<file path="src/rtl/ccd_frame_packer.sv">
// Collects one CCD line of 12-bit samples into a small FIFO and emits it as a framed
// byte stream (header, frame count, 3-bytes-per-2-pixels payload, status, checksum).
module ccd_frame_packer #(
    parameter int PIXELS     = 5340,
    parameter int FIFO_DEPTH = 16
) (
    input  logic        clk,
    input  logic        rst_n,
    input  logic        frame_start,
    input  logic        pix_valid,
    input  logic [11:0] pix_data,
    input  logic        pix_of,
    output logic [7:0]  out_data,
    output logic        out_valid,
    input  logic        out_ready,
    output logic        busy,
    output logic        overflow
);
    localparam int AW = $clog2(FIFO_DEPTH);
    localparam int CW = AW + 1;
    localparam int NW = $clog2(PIXELS + 1);
    localparam logic [NW-1:0] PIX_N   = NW'(PIXELS);
    localparam logic [CW-1:0] DEPTH_N = CW'(FIFO_DEPTH);

    localparam logic [3:0] S_IDLE = 4'd0;
    localparam logic [3:0] S_HDR0 = 4'd1;
    localparam logic [3:0] S_HDR1 = 4'd2;
    localparam logic [3:0] S_FCNT = 4'd3;
    localparam logic [3:0] S_PAY0 = 4'd4;
    localparam logic [3:0] S_PAY1 = 4'd5;
    localparam logic [3:0] S_PAY2 = 4'd6;
    localparam logic [3:0] S_STAT = 4'd7;
    localparam logic [3:0] S_CSUM = 4'd8;

    logic [3:0]    state_q, state_d;
    logic [7:0]    out_data_q, out_data_d;
    logic          out_valid_q, out_valid_d;
    logic [7:0]    fcnt_q, fcnt_d;
    logic [7:0]    csum_q, csum_d;
    logic [NW-1:0] in_cnt_q, in_cnt_d;
    logic [NW-1:0] out_cnt_q, out_cnt_d;
    logic          win_q, win_d;
    logic          ovf_frame_q, ovf_frame_d;
    logic          of_frame_q, of_frame_d;
    logic          overflow_q, overflow_d;
    logic [11:0]   p0_q, p0_d;
    logic [11:0]   p1_q, p1_d;
    logic [AW-1:0] wr_ptr_q, wr_ptr_d;
    logic [AW-1:0] rd_ptr_q, rd_ptr_d;
    logic [CW-1:0] count_q, count_d;

    logic [11:0]   fifo_mem [FIFO_DEPTH];
    logic          xfer, push, drop, pay_ready;
    logic [CW-1:0] pop_n;
    logic [11:0]   pop_p0, pop_p1;
    logic [7:0]    stat_byte, pay0_byte;

    // Two entries may leave in one cycle, so the FIFO is read asynchronously.
    always_ff @(posedge clk) begin
        if (push) begin
            fifo_mem[wr_ptr_q] <= pix_data;
        end
    end

    always_comb begin
        xfer      = out_valid_q & out_ready;
        push      = win_q & pix_valid & (count_q != DEPTH_N);
        drop      = win_q & pix_valid & (count_q == DEPTH_N);
        stat_byte = {ovf_frame_q, of_frame_q, 6'b0};
        pay_ready = (state_q == S_PAY0) && !out_valid_q && ((count_q >= CW'(2)) || !win_q);

        pop_n  = '0;
        pop_p0 = 12'h000;
        pop_p1 = 12'h000;
        if (count_q >= CW'(2)) begin
            pop_n  = CW'(2);
            pop_p0 = fifo_mem[rd_ptr_q];
            pop_p1 = fifo_mem[rd_ptr_q + AW'(1)];
        end else if (count_q == CW'(1)) begin
            pop_n  = CW'(1);
            pop_p0 = fifo_mem[rd_ptr_q];
        end
        pay0_byte = pop_p0[11:4];

        state_d     = state_q;
        out_data_d  = out_data_q;
        out_valid_d = out_valid_q;
        fcnt_d      = fcnt_q;
        csum_d      = csum_q;
        in_cnt_d    = in_cnt_q;
        out_cnt_d   = out_cnt_q;
        win_d       = win_q;
        ovf_frame_d = ovf_frame_q;
        of_frame_d  = of_frame_q;
        overflow_d  = overflow_q;
        p0_d        = p0_q;
        p1_d        = p1_q;
        wr_ptr_d    = wr_ptr_q;
        rd_ptr_d    = rd_ptr_q;
        count_d     = count_q;

        if (win_q && pix_valid) begin
            in_cnt_d = in_cnt_q + NW'(1);
            if (in_cnt_q + NW'(1) == PIX_N) begin
                win_d = 1'b0;
            end
            if (pix_of) begin
                of_frame_d = 1'b1;
            end
            if (drop) begin
                ovf_frame_d = 1'b1;
                overflow_d  = 1'b1;
            end
        end

        if (push) begin
            wr_ptr_d = wr_ptr_q + AW'(1);
        end
        if (pay_ready) begin
            rd_ptr_d = rd_ptr_q + AW'(pop_n);
        end
        count_d = count_q + CW'(push) - (pay_ready ? pop_n : CW'(0));

        case (state_q)
            S_IDLE: begin
                if (frame_start) begin
                    state_d     = S_HDR0;
                    out_data_d  = 8'hA5;
                    out_valid_d = 1'b1;
                    win_d       = 1'b1;
                    in_cnt_d    = '0;
                    out_cnt_d   = '0;
                    ovf_frame_d = 1'b0;
                    of_frame_d  = 1'b0;
                    csum_d      = 8'h00;
                    wr_ptr_d    = '0;
                    rd_ptr_d    = '0;
                    count_d     = '0;
                end
            end
            S_HDR0: if (xfer) begin
                state_d    = S_HDR1;
                out_data_d = 8'h5A;
            end
            S_HDR1: if (xfer) begin
                state_d    = S_FCNT;
                out_data_d = fcnt_q;
                csum_d     = fcnt_q;
            end
            S_FCNT: if (xfer) begin
                state_d     = S_PAY0;
                out_valid_d = 1'b0;
            end
            S_PAY0: begin
                // Missing pixels are padded with zero only once the window has closed.
                if (pay_ready) begin
                    p0_d        = pop_p0;
                    p1_d        = pop_p1;
                    out_data_d  = pay0_byte;
                    out_valid_d = 1'b1;
                    csum_d      = csum_q ^ pay0_byte;
                    out_cnt_d   = out_cnt_q + NW'(2);
                end else if (xfer) begin
                    state_d    = S_PAY1;
                    out_data_d = p1_q[11:4];
                    csum_d     = csum_q ^ p1_q[11:4];
                end
            end
            S_PAY1: if (xfer) begin
                state_d    = S_PAY2;
                out_data_d = {p0_q[3:0], p1_q[3:0]};
                csum_d     = csum_q ^ {p0_q[3:0], p1_q[3:0]};
            end
            S_PAY2: if (xfer) begin
                if (out_cnt_q == PIX_N) begin
                    state_d    = S_STAT;
                    out_data_d = stat_byte;
                    csum_d     = csum_q ^ stat_byte;
                end else begin
                    state_d     = S_PAY0;
                    out_valid_d = 1'b0;
                end
            end
            S_STAT: if (xfer) begin
                state_d    = S_CSUM;
                out_data_d = csum_q;
            end
            S_CSUM: if (xfer) begin
                state_d     = S_IDLE;
                out_valid_d = 1'b0;
                out_data_d  = 8'h00;
                fcnt_d      = fcnt_q + 8'd1;
            end
            default: begin
                state_d     = S_IDLE;
                out_valid_d = 1'b0;
                out_data_d  = 8'h00;
            end
        endcase
    end

    always_ff @(posedge clk or negedge rst_n) begin
        if (!rst_n) begin
            state_q     <= S_IDLE;
            out_data_q  <= 8'h00;
            out_valid_q <= 1'b0;
            fcnt_q      <= 8'h00;
            csum_q      <= 8'h00;
            in_cnt_q    <= '0;
            out_cnt_q   <= '0;
            win_q       <= 1'b0;
            ovf_frame_q <= 1'b0;
            of_frame_q  <= 1'b0;
            overflow_q  <= 1'b0;
            p0_q        <= 12'h000;
            p1_q        <= 12'h000;
            wr_ptr_q    <= '0;
            rd_ptr_q    <= '0;
            count_q     <= '0;
        end else begin
            state_q     <= state_d;
            out_data_q  <= out_data_d;
            out_valid_q <= out_valid_d;
            fcnt_q      <= fcnt_d;
            csum_q      <= csum_d;
            in_cnt_q    <= in_cnt_d;
            out_cnt_q   <= out_cnt_d;
            win_q       <= win_d;
            ovf_frame_q <= ovf_frame_d;
            of_frame_q  <= of_frame_d;
            overflow_q  <= overflow_d;
            p0_q        <= p0_d;
            p1_q        <= p1_d;
            wr_ptr_q    <= wr_ptr_d;
            rd_ptr_q    <= rd_ptr_d;
            count_q     <= count_d;
        end
    end

    assign out_data  = out_data_q;
    assign out_valid = out_valid_q;
    assign busy      = (state_q != S_IDLE);
    assign overflow  = overflow_q;

endmodule

</file>
<file path="config.mk">
export PLATFORM = sky130hd
export DESIGN_NAME = ccd_frame_packer
export DESIGN_NICKNAME = d
export VERILOG_FILES = /design/src/rtl/ccd_frame_packer.sv
export SDC_FILE = /design/constraint.sdc
export NUM_CORES = 1
export LEC_CHECK = 0
export CORE_ASPECT_RATIO = 2
export CORE_MARGIN = 5
export CORE_UTILIZATION = 40
export CTS_CLUSTER_SIZE = 40
export DETAILED_ROUTE_END_ITERATION = 12
export HOLD_SLACK_MARGIN = 0.15
export MAX_ROUTING_LAYER = met4
export SKIP_CTS_REPAIR_TIMING = 1
export SLEW_MARGIN = 25
export SYNTH_ARGS = -nofsm -noshare
export SYNTH_HDL_FRONTEND = slang
export SYNTH_SLANG_ARGS = --single-unit
</file>
<file path="constraint.sdc">
create_clock -name clk -period 10 [get_ports clk]
set_clock_uncertainty 0.15 [all_clocks]
set_input_delay 2.5 -clock clk [delete_from_list [all_inputs] [get_ports clk]]
set_output_delay 2.5 -clock clk [all_outputs]
set_load 0.005 [all_outputs]
</file>
==> impl_metrics.ini, run 1 <==
[global_route]
grt_antenna_before_repair = 0
grt_pass1_vias = 9021
grt.total_usage_pct = 18.4
grt_max_degree = 75
grt_pass1_wl_um = 53900
overflow = 0

[sta]
period_minus_slack_ns = 5.21
fin_setup_tns_ns = 0
post-route-period-util_pct = 52.1
relSlewSlack_pct = 31.9
fmax_mhz = 192
setup_viol = 0
final_hold_viol_count = 0
grt_setup_unrepaired = false
tightest_slew_ns = 1.02
finalMaxSlewViolations = 0

[power]
peakVddDrop_mv = 0.187
p_leak_nw = 5.46
power_density_nw_per_um2 = 285

[synthesis]
synth_compound_area_share_pct = 7.64
synth-simple-area-share_pct = 9.47
yosys_most_used_dff = edfxtp_1
synth_cell_types = 81
ys_seq_area_share_pct = 56.1
syn_avg_cell_area_um2 = 14.2
synth_edf_count = 192
synth.mux.area_fraction_pct = 18.9
syn_area_um2 = 14200
netlist_instances = 995
synth-adder-area-share_pct = 2.14
async_reset_ff_share_pct = 31.2
synth_top_family_by_area = multiplexers
synth_seq_cells = 279
syn-num-nets = 1036
synth_xor_area_share_pct = 2.41
yosysWarnings = 0

[hold_path]
holdPathStages = 1
hold_path_end = overflow$_DFFE_PN0P_
holdCritPathClass = register to register
hold_start = overflow$_DFFE_PN0P_

[worst_setup_path]
critical_path_arrival_ns = 5.52
crit_path_frequent_cell = inv_1
rr_worst_depth = 15
startpoint_type = input port
end_kind = register
path_class = input port to register
max_stage_delay_ns = 0.73
path_cells = clkdlybuf4s50_1, nand2_1, a31oi_1, inv_1, ha_1, inv_1, ha_1, inv_1, fa_1, inv_1, a21oi_1, nor2_1, or3_1, a21oi_1
cp_slowest_cell = a31oi_1
path_buf_inv = 5
rr_endpoint = count_q[4]$_DFF_PN0_
cp_data_required_time_ns = 10.32
critPathMaxFanout = 8
r2r_start = state_q[0]$_DFFE_PN0P_
rrSetupSlack_ns = 6.14
critPathTopFamily = compound AO/OA/AOI/OAI gates

[die]
start_util_pct = 40.4
die_area_um2 = 39500
rows = 97
chipHeight_um = 276
die_w_um = 143
core-area_um2 = 35100
io_pins = 29

[drt]
drt_first_pass_iters = 4
vias = 8586
drtIter0Drc = 435
remaining_drc_errors = 0
drt-vias-per-instance = 5.83
post_drt_wl_per_cell_um = 23.8
drt_wl_total_um = 35100
drtAntennaViolNets = 0

[cts]
clkLatencyLatePin_ns = 0.54
clk_path_buf_depth = 3
cts_tree = yes
clock_sinks = 279
clock-root-buffer = clkbuf_16
clkTransAtPathRegs_ns = 0.07
htree_levels = 1
cts_made_buffers = 24

[run]
cap_violations = 0

[final_layout]
final_nets = 1051
drive_gt1_share_pct = 20.4
utilization_pct = 44.6
area_growth_pct = 10.5
fill_cells = 3096
antenna_cells = 0

[placed_design]
place_hpwl_um = 25600
gp_congestion = 0.837
port-buffer-count = 28

[status]
outcome = complete, no violations
[cell type report]
| class | instances | area (um^2) | share of cell area, % |
|---|---|---|---|
| timing repair buffer | 50 | 447 | 2.85 |
| inverter | 20 | 75.1 | 0.480 |
| multi-input combinational | 635 | 5820 | 37.2 |
| clock inverter | 13 | 149 | 0.952 |
| sequential | 279 | 7950 | 50.8 |
| tap | 445 | 557 | 3.56 |
| clock buffer | 30 | 654 | 4.18 |
[routing by layer]
metal	up-vias	share of wire, %	track usage [%]
li1	3909	-	-
met5	-	0	-
met4	0	4.6	7.81
met2	208	59	36.0
met3	74	3.2	1.87
met1	4395	33	17.8
[cell usage in the layout, fill, tap and decap left out, types with 20 or more instances in the layout]
master,synthesis,routed
nand4_1,24,24
edfxtp_1,192,192
ha_1,21,20
mux4_2,95,95
dfrtp_1,87,86
clkdlybuf4s50_1,0,27
nand2_1,67,67
clkbuf_16,0,25
xnor2_1,24,22
nor2_1,83,77
buf_4,3,22
a21oi_1,31,31
o21ai_0,54,54
[state kept, by name, indices dropped and copies added, names as in the netlist]
name	count
count_q	5
csum_q	8
fcnt_q	8
fifo_mem	192
in_cnt_q	13
of_frame_q	1
out_cnt_q	12
out_data	8
out_valid	1
overflow	1
ovf_frame_q	1
p0_q	4
p1_q	12
rd_ptr_q	4
state_q	4
win_q	1
wr_ptr_q	4
[worst max-delay path by stage]
| stage | start | end | cells after the start |
|---|---|---|---|
| final | pix_valid | count_q[4]$_DFF_PN0_ | 14 |
| after detailed placement | pix_valid | count_q[4]$_DFF_PN0_ | 14 |
| after floorplan | pix_valid | count_q[4]$_DFF_PN0_ | 13 |
| after CTS | pix_valid | count_q[4]$_DFF_PN0_ | 14 |
| after global placement | pix_valid | count_q[4]$_DFF_PN0_ | 14 |
| after global routing | pix_valid | count_q[4]$_DFF_PN0_ | 14 |
[worst register-to-register path, stage by stage (launching register included)]
cell and delay [ns]:
dfrtp_1 0.37, buf_4 0.22, or4b_1 0.72, nor2_4 0.24
nand2_2 0.35, nor2b_1 0.31, ha_1 0.27, inv_1 0.05
ha_1 0.16, inv_1 0.06, fa_1 0.41, inv_1 0.07
a21oi_1 0.06, nor2_1 0.12, or3_1 0.12, a21oi_1 0.06
[through the flow]
| step | worst slack [ns] | hold WS [ns] | cell area, um^2 | instances | total power [mW] |
|---|---|---|---|---|---|
| detailed placement | 4.27 | 0.319 | 14800 | 1429 | 3.54 |
| global route | 4.55 | 0.361 | 15600 | 1472 | 4.72 |
| CTS | 4.84 | 0.335 | 15600 | 1472 | 4.51 |
| global placement | 4.31 | 0.309 | 14800 | 1429 | 3.51 |
| floorplan | 5.26 | 0.300 | 14200 | 995 | 3.02 |
| finish | 4.79 | 0.328 | 15600 | 1472 | 4.46 |
[logic make-up after synthesis]
| kind of cell | Yosys count |
|---|---|
| AOI/OAI and AO/OA | 167 |
| xor gates and xnor gates | 39 |
| adders and majority gates | 23 |
| buffers and inverters | 81 |
| DFF | 279 |
| muxes | 137 |
| and+or+nand+nor | 269 |
[cell usage after synthesis, types with 21 or more instances]
library cell / number / area, um^2
nor2_1: 83 / 312
nand2_1: 67 / 251
clkbuf_1: 25 / 93.8
mux4_2: 95 / 2140
xnor2_1: 24 / 210
o21ai_0: 54 / 270
ha_1: 21 / 263
a21oi_1: 31 / 155
nand4_1: 24 / 150
dfrtp_1: 87 / 2180
edfxtp_1: 192 / 5770
[power by group]
| part | total (mW) | internal (mW) | switching, mW |
|---|---|---|---|
| clock | 0.965 | 0.543 | 0.422 |
| sequential | 1.60 | 1.43 | 0.179 |
| combinational | 1.89 | 0.875 | 1.01 |
| total | 4.46 | 2.84 | 1.61 |
(Power assumes the default switching activity.)
==> inputs of run 2 (changes only) <==
clock period = 5.05 ns   (was 10 ns; I/O delays follow)
==> run 2 against run 1 <==
  * Flip-flop and latch count unchanged
  * Final area up 0.58%
  * Combinational power grew 98%
  * Utilization up 0.26 points
  * Register-to-register slack worse by 4.6 ns
  * Critical path type is now register to output pin
==> impl_metrics.ini, run 2 (synthesis results as in run 1) <==
[final_layout]
top_regs = fifo_mem: 192 flops, in_cnt_q: 13 flops
layout_commonest_cell = edfxtp_1
final_nets = 1063
final_cell_mix = 192 x edfxtp_1, 95 x mux4_2, 86 x dfrtp_1
largest_reg_flops = 192
drive_gt1_share_pct = 20.9
antenna_cells = 0
final_area_um2 = 15700
regMostFlops = fifo_mem
area_growth_pct = 11.2

[status]
outcome = complete, no violations

[global_route]
overflow = 0
grt_pass1_wl_um = 53600
grt_max_degree = 68
grt.total_usage_pct = 18.0
grt_pass1_vias = 9214
grt_antenna_before_repair = 0

[sta]
fin_setup_tns_ns = 0
whs_ns = 0.326
fmax_mhz = 272
period_minus_slack_ns = 3.67
setup_viol = 0
final_hold_viol_count = 0
relSlewSlack_pct = 43.2
grt_setup_unrepaired = false
tightest_slew_ns = 0.852
post-route-period-util_pct = 72.7
fin_ws_ns = 1.38
finalMaxSlewViolations = 0

[worst_setup_path]
end_kind = output pin
cp_slowest_cell = nor3_1
critPathMaxFanout = 27
path_class = register to output pin
path_cells = buf_4, nor3_1, nand2b_1, clkdlybuf4s50_1
critical_path_arrival_ns = 2.26
rr_endpoint = count_q[4]$_DFF_PN0_
path_buf_inv = 2
critPathTopFamily = buffers and inverters
r2r_start = state_q[0]$_DFFE_PN0P_
max_stage_delay_ns = 0.56
rr_worst_depth = 12
rrSetupSlack_ns = 1.51
startpoint_type = register
cp_data_required_time_ns = 3.64
cp_num_cells = 4

[hold_path]
hold_path_end = overflow$_DFFE_PN0P_
holdPathStages = 1
holdCritPathClass = register to register
hold_start = overflow$_DFFE_PN0P_

[drt]
drtAntennaViolNets = 0
post_drt_wl_per_cell_um = 23.0
drt_wl_total_um = 34100
drtIter0Drc = 448
drt_first_pass_iters = 4
vias = 8506
remaining_drc_errors = 0
drt-vias-per-instance = 5.73

[cts]
clk_path_buf_depth = 3
clock-root-buffer = clkbuf_16
cts_tree = yes
clock_sinks = 279
htree_levels = 1
cts_made_buffers = 25
clkLatencyLatePin_ns = 0.54
clkTransAtPathRegs_ns = 0.07

[power]
peakVddDrop_mv = 0.315
power_density_nw_per_um2 = 559
p_leak_nw = 5.50

[placed_design]
gp_congestion = 0.833
place_ws_ns = 1.06
post_dp_cell_area_um2 = 14900
port-buffer-count = 28
place_hpwl_um = 24600

[die]
start_util_pct = 40.4
rows = 97
core-area_um2 = 35100
io_pins = 29
die_area_um2 = 39500
die_w_um = 143
chipHeight_um = 276

[run]
cap_violations = 0
==> run 2: cell count changes in the layout (fill, tap and decap cells not counted) <==
cell,before,now
buf_6,1,0
nor2_2,6,0
clkbuf_1,4,3
buf_12,0,3
clkinv_4,2,3
nor2_1,77,83
clkinvlp_4,1,6
inv_6,1,0
bufinv_16,3,2
buf_4,22,31
clkbuf_8,1,0
==> run 2: power by group <==
| part | switching [mW] | internal, mW | leakage (nW) | total, mW |
|---|---|---|---|---|
| combinational | 1.96 | 1.78 | 2.29 | 3.74 |
| sequential | 0.370 | 2.82 | 2.85 | 3.19 |
| clock | 0.861 | 1.02 | 0.363 | 1.88 |
==> run 2: worst register-to-register path, stage by stage, from the launching register on <==
cell	delay [ns]
dfrtp_1	0.36
buf_4	0.22
or4b_1	0.73
nor2_4	0.24
nand2_1	0.32
ha_1	0.45
inv_1	0.07
fa_1	0.45
inv_1	0.08
a21oi_1	0.06
nor2_1	0.10
or3_1	0.11
a21oi_1	0.06
==> run 2: worst max-delay path by stage <==
stage | start | endpoint | slack (ns)
after floorplan | pix_valid | count_q[4]$_DFF_PN0_ | 1.54
after global placement | pix_valid | count_q[4]$_DFF_PN0_ | 1.06
after detailed placement | pix_valid | count_q[4]$_DFF_PN0_ | 1.06
after CTS | state_q[0]$_DFFE_PN0P_ | busy | 1.33
after global routing | state_q[0]$_DFFE_PN0P_ | busy | 1.18
final | state_q[0]$_DFFE_PN0P_ | busy | 1.38
==> run 2: layout make-up <==
cell class                      instances  area [um^2]
Clock buffer                           28          637
Sequential cell                       279         7950
Timing Repair Buffer                   61          563
Multi-Input combinational cell        635         5800
Clock inverter                         17          156
Tap cell                              445          557
Fill cell                            3099        19300
Inverter                               20         75.1
==> run 2: through the flow <==
step / util [%] / instances / total power, mW
floorplan: - / 995 / 5.98
global placement: 42.6 / 1440 / 6.97
detailed placement: 42.6 / 1440 / 7.04
CTS: 44.9 / 1485 / 8.93
global route: 44.9 / 1485 / 9.38
finish: 44.9 / 1485 / 8.81
==> run 2: per-layer routing <==
metal / track usage (%) / vias up / part of all wire, %
met5: - / - / 0
met4: 6.83 / 0 / 3.9
met3: 1.56 / 69 / 2.7
met2: 35.0 / 146 / 59
met1: 18.1 / 4353 / 34
li1: - / 3938 / -
==> inputs of run 3 (changes only) <==
clock period = 3.3 ns   (was 5.05 ns; I/O delays follow)
==> run 3 against run 2 <==
  * Global-route usage up 0.94 points
  * Total power up 60%
  * Register-to-register slack worse by 1.2 ns
  * Sequential share of layout area decreased by 1.4 points
  * Final area increased by 2.9%
  * Worst hold slack worse by 0.0037 ns
  * Largest cell class unchanged
  * Die area is the same
  * Utilization up 1.3 points
  * Combinational power rose by 65%
  * Via count rose by 4.1%
==> impl_metrics.ini, run 3 (synthesis results as in run 1) <==
[placed_design]
port-buffer-count = 28
numPlacedInstances = 1482
place_hpwl_um = 26200
gp_congestion = 0.866

[drt]
drtIter0Drc = 595
drt-vias-per-instance = 5.79
drt_wl_total_um = 35700
drt_first_pass_iters = 5
post_drt_wl_per_cell_um = 23.4
remaining_drc_errors = 0
drtAntennaViolNets = 0
vias = 8852

[worst_setup_path]
startpoint_type = register
critPathMaxFanout = 4
rr_endpoint = count_q[4]$_DFF_PN0_
cp_data_required_time_ns = 3.61
r2r_start = count_q[2]$_DFF_PN0_
rr_worst_depth = 15
path_class = register to register
end_kind = register
critical_path_arrival_ns = 3.35
rrSetupSlack_ns = 0.26

[die]
io_pins = 29
chipHeight_um = 276
die_area_um2 = 39500
rows = 97
die_w_um = 143
start_util_pct = 40.4
core-area_um2 = 35100

[sta]
relSlewSlack_pct = 50.8
fmax_mhz = 329
finalMaxSlewViolations = 0
period_minus_slack_ns = 3.04
setup_viol = 0
grt_setup_unrepaired = false
final_hold_viol_count = 0
tightest_slew_ns = 0.736
post-route-period-util_pct = 92.0

[cts]
htree_levels = 1
clk_path_buf_depth = 3
cts_made_buffers = 25
clkTransAtPathRegs_ns = 0.07
clock_sinks = 279
clkLatencyLatePin_ns = 0.54
cts_tree = yes
clock-root-buffer = clkbuf_16

[final_layout]
regMostFlops = fifo_mem
layout_commonest_cell = edfxtp_1
largest_reg_flops = 192
top_regs = fifo_mem: 192 flops, in_cnt_q: 13 flops
drive_gt1_share_pct = 24.1
utilization_pct = 46.2
final_nets = 1106
area_growth_pct = 14.4
final_cell_mix = 192 x edfxtp_1, 95 x mux4_2, 86 x dfrtp_1
multi_input_area_um2 = 5830
fill_cells = 3047
stdcell_count = 1530
seq_area_um2 = 7950

[global_route]
grt_max_degree = 38
overflow = 0
grt.total_usage_pct = 19.0
grt_pass1_vias = 9539
grt_antenna_before_repair = 1
grt_pass1_wl_um = 56400

[hold_path]
holdCritPathClass = register to register
hold_start = overflow$_DFFE_PN0P_
holdPathStages = 1
hold_path_end = overflow$_DFFE_PN0P_

[power]
p_leak_nw = 5.78
peakVddDrop_mv = 0.762
power_density_nw_per_um2 = 871

[status]
outcome = complete, no violations

[run]
cap_violations = 0
[run 3: cell count changes in the layout (fill, tap and decap cells not counted), moves of 2 or more]
cell | previous run | this run
buf_12 | 3 | 6
buf_4 | 31 | 70
bufinv_16 | 2 | 5
clkbuf_1 | 3 | 5
clkinv_4 | 3 | 1
clkinvlp_4 | 6 | 4
[run 3: worst max-delay path: stages, from the launching register on]
cell and delay (ns):
dfrtp_1 0.42, inv_2 0.09, ha_2 0.20, or2b_2 0.33
nor4b_4 0.26, nor2b_4 0.20, ha_1 0.23, inv_1 0.06
ha_1 0.15, inv_1 0.05, fa_1 0.38, inv_1 0.07
a21oi_1 0.06, nor2_1 0.09, o21ai_0 0.08, a21oi_1 0.14
[run 3: worst max path at each step]
stage / endpoint / startpoint / depth (start not counted)
2_1_floorplan: count_q[4]$_DFF_PN0_ / state_q[0]$_DFFE_PN0P_ / 17
3_3_place_gp: count_q[4]$_DFF_PN0_ / pix_valid / 14
3_5_place_dp: count_q[4]$_DFF_PN0_ / pix_valid / 14
4_1_cts: count_q[4]$_DFF_PN0_ / count_q[2]$_DFF_PN0_ / 15
5_1_grt: count_q[4]$_DFF_PN0_ / count_q[3]$_DFF_PN0_ / 15
6_report: count_q[4]$_DFF_PN0_ / count_q[2]$_DFF_PN0_ / 15
[run 3: routing by layer]
layer,routed length [um],up-vias,global-route usage (%)
li1,-,4021,-
met1,12000,4571,19.4
met2,21600,202,37.2
met3,1070,58,1.61
met4,1100,0,5.90
met5,0,-,-
[run 3: cell type report]
| type | instances | area share, % |
|---|---|---|
| Multi-Input combinational cell | 635 | 36.0 |
| Clock inverter | 16 | 1.34 |
| Sequential cell | 279 | 49.1 |
| Tap cell | 445 | 3.44 |
| Clock buffer | 30 | 3.98 |
| Timing Repair Buffer | 104 | 5.72 |
| Antenna cell | 1 | 0.0154 |
| Inverter | 20 | 0.463 |
[run 3: stage by stage]
step	power (mW)	worst slack (ns)	setup TNS [ns]	hold slack (ns)	cell area (um^2)
after floorplan	9.15	0.0735	0	0.300	14200
after CTS	14.3	0.0303	0	0.0954	16200
after global placement	11.0	-0.0459	-0.0459	0.309	15300
final	14.1	0.263	0	0.322	16200
after global routing	14.9	0.0213	0	0.335	16200
after detailed placement	11.1	-0.0936	-0.0936	0.318	15300
[run 3: power breakdown]
group / total, mW / internal (mW) / switching [mW]
Sequential: 4.84 / 4.32 / 0.519
Combinational: 6.17 / 2.96 / 3.22
Clock: 3.10 / 1.79 / 1.31
Total: 14.1 / 9.07 / 5.04
